## config.mk

```make
export PLATFORM = sky130hd
export DESIGN_NAME = param_subtractor
export DESIGN_NICKNAME = d
export VERILOG_FILES = /design/src/rtl/full_subtractor.sv /design/src/rtl/param_subtractor.sv
export SDC_FILE = /design/constraint.sdc
export NUM_CORES = 1
export LEC_CHECK = 0
export ABC_AREA = 1
export CAP_MARGIN = 10
export CORE_AREA = 2 2 39 41
export DETAILED_ROUTE_END_ITERATION = 10
export DIE_AREA = 0 0 41 43
export HOLD_SLACK_MARGIN = 0.1
export PLACE_DENSITY = 0.53
export SLEW_MARGIN = 20
export SYNTH_ARGS = -nofsm -noshare
export SYNTH_HDL_FRONTEND = slang
export SYNTH_SLANG_ARGS = --single-unit
```

## constraint.sdc

```tcl
create_clock -name clk -period 0.8 [get_ports clk]
set_input_delay 0.16 -clock clk [delete_from_list [all_inputs] [get_ports clk]]
set_output_delay 0.16 -clock clk [all_outputs]
set_load 0.02 [all_outputs]
```

## src/rtl/full_subtractor.sv

```systemverilog
// ============================================================================
// Module   : full_subtractor
// Brief    : 1-bit full-subtractor cell (difference and borrow-out).
// Revision : 1.0
// ============================================================================
`default_nettype none

module full_subtractor (
  input  logic x,
  input  logic y,
  input  logic bin,
  output logic d,
  output logic bout
);

  assign d    = x ^ y ^ bin;
  assign bout = (~x & y) | (~(x ^ y) & bin);

endmodule

`default_nettype wire

```

## src/rtl/param_subtractor.sv

```systemverilog
// ============================================================================
// Module   : param_subtractor
// Brief    : SIZE-bit unsigned ripple-borrow subtractor with registered,
//            valid-qualified result and borrow flag.
// Revision : 1.0
// ============================================================================
`default_nettype none

module param_subtractor #(
  parameter int SIZE = 4
) (
  input  logic            clk,
  input  logic            rst_n,
  input  logic            in_valid,
  input  logic [SIZE-1:0] a,
  input  logic [SIZE-1:0] b,
  output logic [SIZE-1:0] diff,
  output logic            borrow,
  output logic            out_valid
);

  logic [SIZE:0]   borrow_chain;
  logic [SIZE-1:0] core_diff;

  logic [SIZE-1:0] diff_d, diff_q;
  logic            borrow_d, borrow_q;
  logic            out_valid_d, out_valid_q;

  assign borrow_chain[0] = 1'b0;

  generate
    for (genvar i = 0; i < SIZE; i++) begin : g_cell
      full_subtractor u_fs (
        .x    (a[i]),
        .y    (b[i]),
        .bin  (borrow_chain[i]),
        .d    (core_diff[i]),
        .bout (borrow_chain[i+1])
      );
    end
  endgenerate

  // Result registers hold their value when no new operands are presented.
  always_comb begin
    diff_d      = diff_q;
    borrow_d    = borrow_q;
    out_valid_d = in_valid;
    if (in_valid) begin
      diff_d   = core_diff;
      borrow_d = borrow_chain[SIZE];
    end
  end

  always_ff @(posedge clk or negedge rst_n) begin
    if (!rst_n) begin
      diff_q      <= '0;
      borrow_q    <= 1'b0;
      out_valid_q <= 1'b0;
    end else begin
      diff_q      <= diff_d;
      borrow_q    <= borrow_d;
      out_valid_q <= out_valid_d;
    end
  end

  assign diff      = diff_q;
  assign borrow    = borrow_q;
  assign out_valid = out_valid_q;

endmodule

`default_nettype wire

```

======== Word-level counts from Yosys, hierarchy flattened ========
Index checks and enable logic that the tools add are counted.
cells by class
  bitwise gates (word level) .............. 24
operators with widths
  operator       count
  $and A1 B1 Y1  7
  $not A1 Y1     7
  $xor A1 B1 Y1  7
  $or A1 B1 Y1   3
storage, ports and cells
  bits in registers ....................... 6
  bits of input ports ..................... 11
  output and inout bits ................... 6
  logic and storage cells ................. 27

======== Depth between registers and ports, before layout ========
  depth in word-level cells ............... 8
  mapped depth ............................ 11
  mapped depth without buffers ............ 11

======== Modules after synthesis ========
From an unflattened synthesis, not the netlist that was laid out.
unflattened totals
  cell total of the unflattened synthesis .. 39
  area, all modules ....................... 339.1 µm²
by module, submodules not included
  module            instances  cells an instance  area an instance (µm²)  seq. area each (µm²)
  param_subtractor  1          23                 214.0                   150.1
  full_subtractor   4          4                  31.3                    0.0

======== Worst setup path before layout ========
No wires, ideal clock.
  kind .................................... input -> register
  from .................................... input port a[0]
  to ...................................... register diff_q[3], in the netlist diff[3]
  library setup time ...................... 0.117 ns
  arrival time ............................ 1.515 ns
  required time ........................... 0.683 ns
  setup slack ............................. -0.832 ns
  cell stages on the path ................. 10
  buffers on the path ..................... 0
  cell sequence ........................... inv_1 ha_1 inv_1 fa_1 inv_1 fa_1 inv_1 fa_1 nand2_1 nand2_1
on the way
  longest elaborated chain between the ends .. 7
ends and longest elaborated chain
  item                         line                    source
  from (decl)                  param_subtractor.sv:15  input logic [SIZE-1:0] a,
  $not A1 Y1                   full_subtractor.sv:17   assign bout = (~x & y) | (~(x ^ y) & bin);
  $and A1 B1 Y1 (2 in series)  full_subtractor.sv:17
  $or A1 B1 Y1                 full_subtractor.sv:17
  $and A1 B1 Y1                full_subtractor.sv:17
  $or A1 B1 Y1                 full_subtractor.sv:17
  $xor A1 B1 Y1                full_subtractor.sv:16   assign d = x ^ y ^ bin;
  via g_cell[3].u_fs.d         full_subtractor.sv:12   output logic d,
  to (signal assigned)         param_subtractor.sv:60  diff_q <= diff_d;
  to (decl)                    param_subtractor.sv:25  logic [SIZE-1:0] diff_d, diff_q;
The timed path passes the listed nets, and every way through them passes these cells.
A chain may end at the register's enable or synchronous reset.

======== Worst setup path after layout ========
Ends and elaborated chain as after synthesis.

==> impl_metrics.yaml <==
die:
  die_y_um: 43
  start_util_pct: 23.1
  dieArea_um2: 1760
  dieWidth_um: 41
  ios: 17
  rows: 14
  core_area_um2: 1380
critical_path:
  r2r_end: "diff[0]$_DFFE_PN0P_"
  r2r-start: "diff[0]$_DFFE_PN0P_"
  regToRegSetupSlack_ns: 0.07
  worst_setup_path_end_kind: "flip-flop"
  worstSetupStartpointType: "input pin"
  criticalPathCategory: "in2reg"
  critPathArrivalTime_ns: 1.65
  crit_path_cell_trace: "buf_8 -> inv_12 -> ha_4 -> inv_2 -> fa_2 -> inv_2 -> fa_2 -> inv_2 -> fa_2 -> nand2_1 -> nand2_1"
  rr_worst_depth: 3
  required_ns: 0.98
  worstPathMaxFanout: 1
  slowest_delay_ns: 0.50
  slowest_stage: "fa_2"
grt:
  grt_busiest_layer: "met2"
  grt_max_degree: 7
  grt_use_total_pct: 9.31
  grt_use_met3_pct: 3.14
  grt_pass1_vias: 271
  grt_overflow: 0
  antenna_found_initial: 0
  grt_use_met1_pct: 10.6
  grt_pass1_wl_mm: 1.02
  use_met2_pct: 12.2
sta:
  max_freq_mhz: 680
  timing_hold_violations_final: 0
  finalSetupViolCount: 10
  worst_slack_ns: -0.670
  period_needed_ns: 1.47
  tightest_slew_ns: 0.270
  fin_crit_sh_pct: 184
  relSlewSlack_pct: 81.9
  finClkSkew_ns: 0
  drv_slew: 0
  rsz0062_at_grt: "true"
clock_network:
  tritoncts: "done"
  clk_latency_ns: 0.24
  cts_root_buf: "clkbuf_4"
  h-tree-depth: 1
  cts_buffers: 3
  cts_buffer_depth: 2
  clock_sink_count: 6
  path_clk_slew_ns: 0.04
placed_design:
  io_buffers: 16
  gp_congestion: 0.628
  place_worst_setup_slack_ns: -1.46
  dp.final_hpwl_um: 477
detailed_routing:
  drt_iter0_markers: 7
  ant_nets: 0
  detail_route.wl_per_cell_um: 7.71
  dr.pass1.iters: 4
  wirelength_um: 594
  drcViolationCount: 0
  via_count: 291
  vias_per_cell: 3.78
synth:
  synth_most_common_cell: "nand2_1"
  synth_top_area_share_pct: 46.9
  ys_ff_latch: 6
  synth_area_leader_cell: "dfrtp_1"
  syn_avg_cell_area_um2: 8.90
  synth.net_count: 51
  synth.distinct_cells: 6
  postSynthCellCount: 36
  synthArstFlopShare_pct: 100
  synth_flop_cell: "dfrtp_1"
  yosysSeqAreaShare_pct: 46.9
  synth_area_um2: 320
  yosys-top-cells-count: "15 x nand2_1, 10 x inv_1, 6 x dfrtp_1"
  synthTopCellsByArea: "dfrtp_1 47%, fa_1 19%, nand2_1 18%"
  synth_warnings: 0
  synth_edf_count: 0
min_path:
  hold_class: "in2async"
power:
  power.density_nw_per_um2: 1640
  peakVddDrop_mv: 0.421
  p_leak_nw: 0.327
  total_power_mw: 1.01
finish:
  synthToLayoutAreaGrowth_pct: 91.0
  fin_util_pct: 44.2
  fin_nets: 78
  antenna_cells: 0
  layout-drive-gt1-share_pct: 50.8
status:
  violations: "setup timing"
  outcome: "finished with violations"
flow_run:
  max_cap_violations: 0
## cell usage in the layout (no fill, tap or decap)
cell type and count:
buf_2 1, buf_4 6, buf_6 6, buf_8 1
clkbuf_4 3, clkdlybuf4s15_1 1, clkdlybuf4s50_1 5, dfrtp_1 6
dlygate4sd2_1 1, dlymetal6s2s_1 1, fa_2 3, ha_4 1
inv_1 2, inv_12 1, inv_2 8, nand2_1 14
nand2_2 1
## stage by stage
step	area [um2]	setup TNS (ns)	hold WS (ns)	cells
floorplan	353	-2.07	-0.136	36
finish	612	-2.38	0.160	77
global route	612	-2.73	0.180	77
CTS	606	-2.58	0.165	77
detailed placement	571	-7.11	0.422	73
global placement	571	-7.10	0.423	73
## how the worst max path moves through the flow
stage               from             endpoint  slack (ns)  depth (start not counted)
finish              a[0]  diff[3]$_DFFE_PN0P_       -0.67                         11
detailed placement  a[0]  diff[3]$_DFFE_PN0P_       -1.46                         11
global route        a[0]  diff[3]$_DFFE_PN0P_       -0.71                         11
global placement    a[0]  diff[3]$_DFFE_PN0P_       -1.46                         11
CTS                 a[0]  diff[3]$_DFFE_PN0P_       -0.73                         11
floorplan           a[0]  diff[3]$_DFFE_PN0P_       -0.77                         10
## registers in the layout, summed over array words and instances, names as in the netlist
| name | count |
|---|---|
| borrow | 1 |
| diff | 4 |
| out_valid | 1 |
## worst max-delay path, delay by kind of cell
kind                       cells  cell delay, ns
and+or+nand+nor                2            0.08
buffers and inverters          5            0.28
adders and majority gates      4            1.12
## cell type report
| type | count | area, um2 |
|---|---|---|
| Clock buffer | 3 | 22.5 |
| Inverter | 11 | 53.8 |
| Sequential cell | 6 | 150 |
| Tap cell | 16 | 20.0 |
| Multi-Input combinational cell | 19 | 151 |
| Timing Repair Buffer | 22 | 214 |
| Fill cell | 149 | 772 |
## cell families after synthesis
kind of cell  synth area share [%]
buf+inv                       12.9
fa+ha+maj                     22.7
simple gates                  17.6
flops                         46.9
## metal layers
metal,routed length [um],vias up
met2,266,11
li1,-,148
met3,61,2
met1,256,130
met4,9,0
met5,0,-
## report_power, final
group / total [mW] / internal, mW / switching [mW]
logic: 0.364 / 0.206 / 0.159
registers: 0.372 / 0.345 / 0.0270
clock network: 0.269 / 0.169 / 0.100
total: 1.01 / 0.720 / 0.286
## repair_timing
item | 4_1_cts | 5_1_grt
setup endpoints to repair | 11 | 10
resized for setup | 50 | 6
setup buffers | 2 | 0
hold buffers | 0 | 0
pin swaps | 6 | 4
Note: power is estimated with default switching activity, not from simulation.
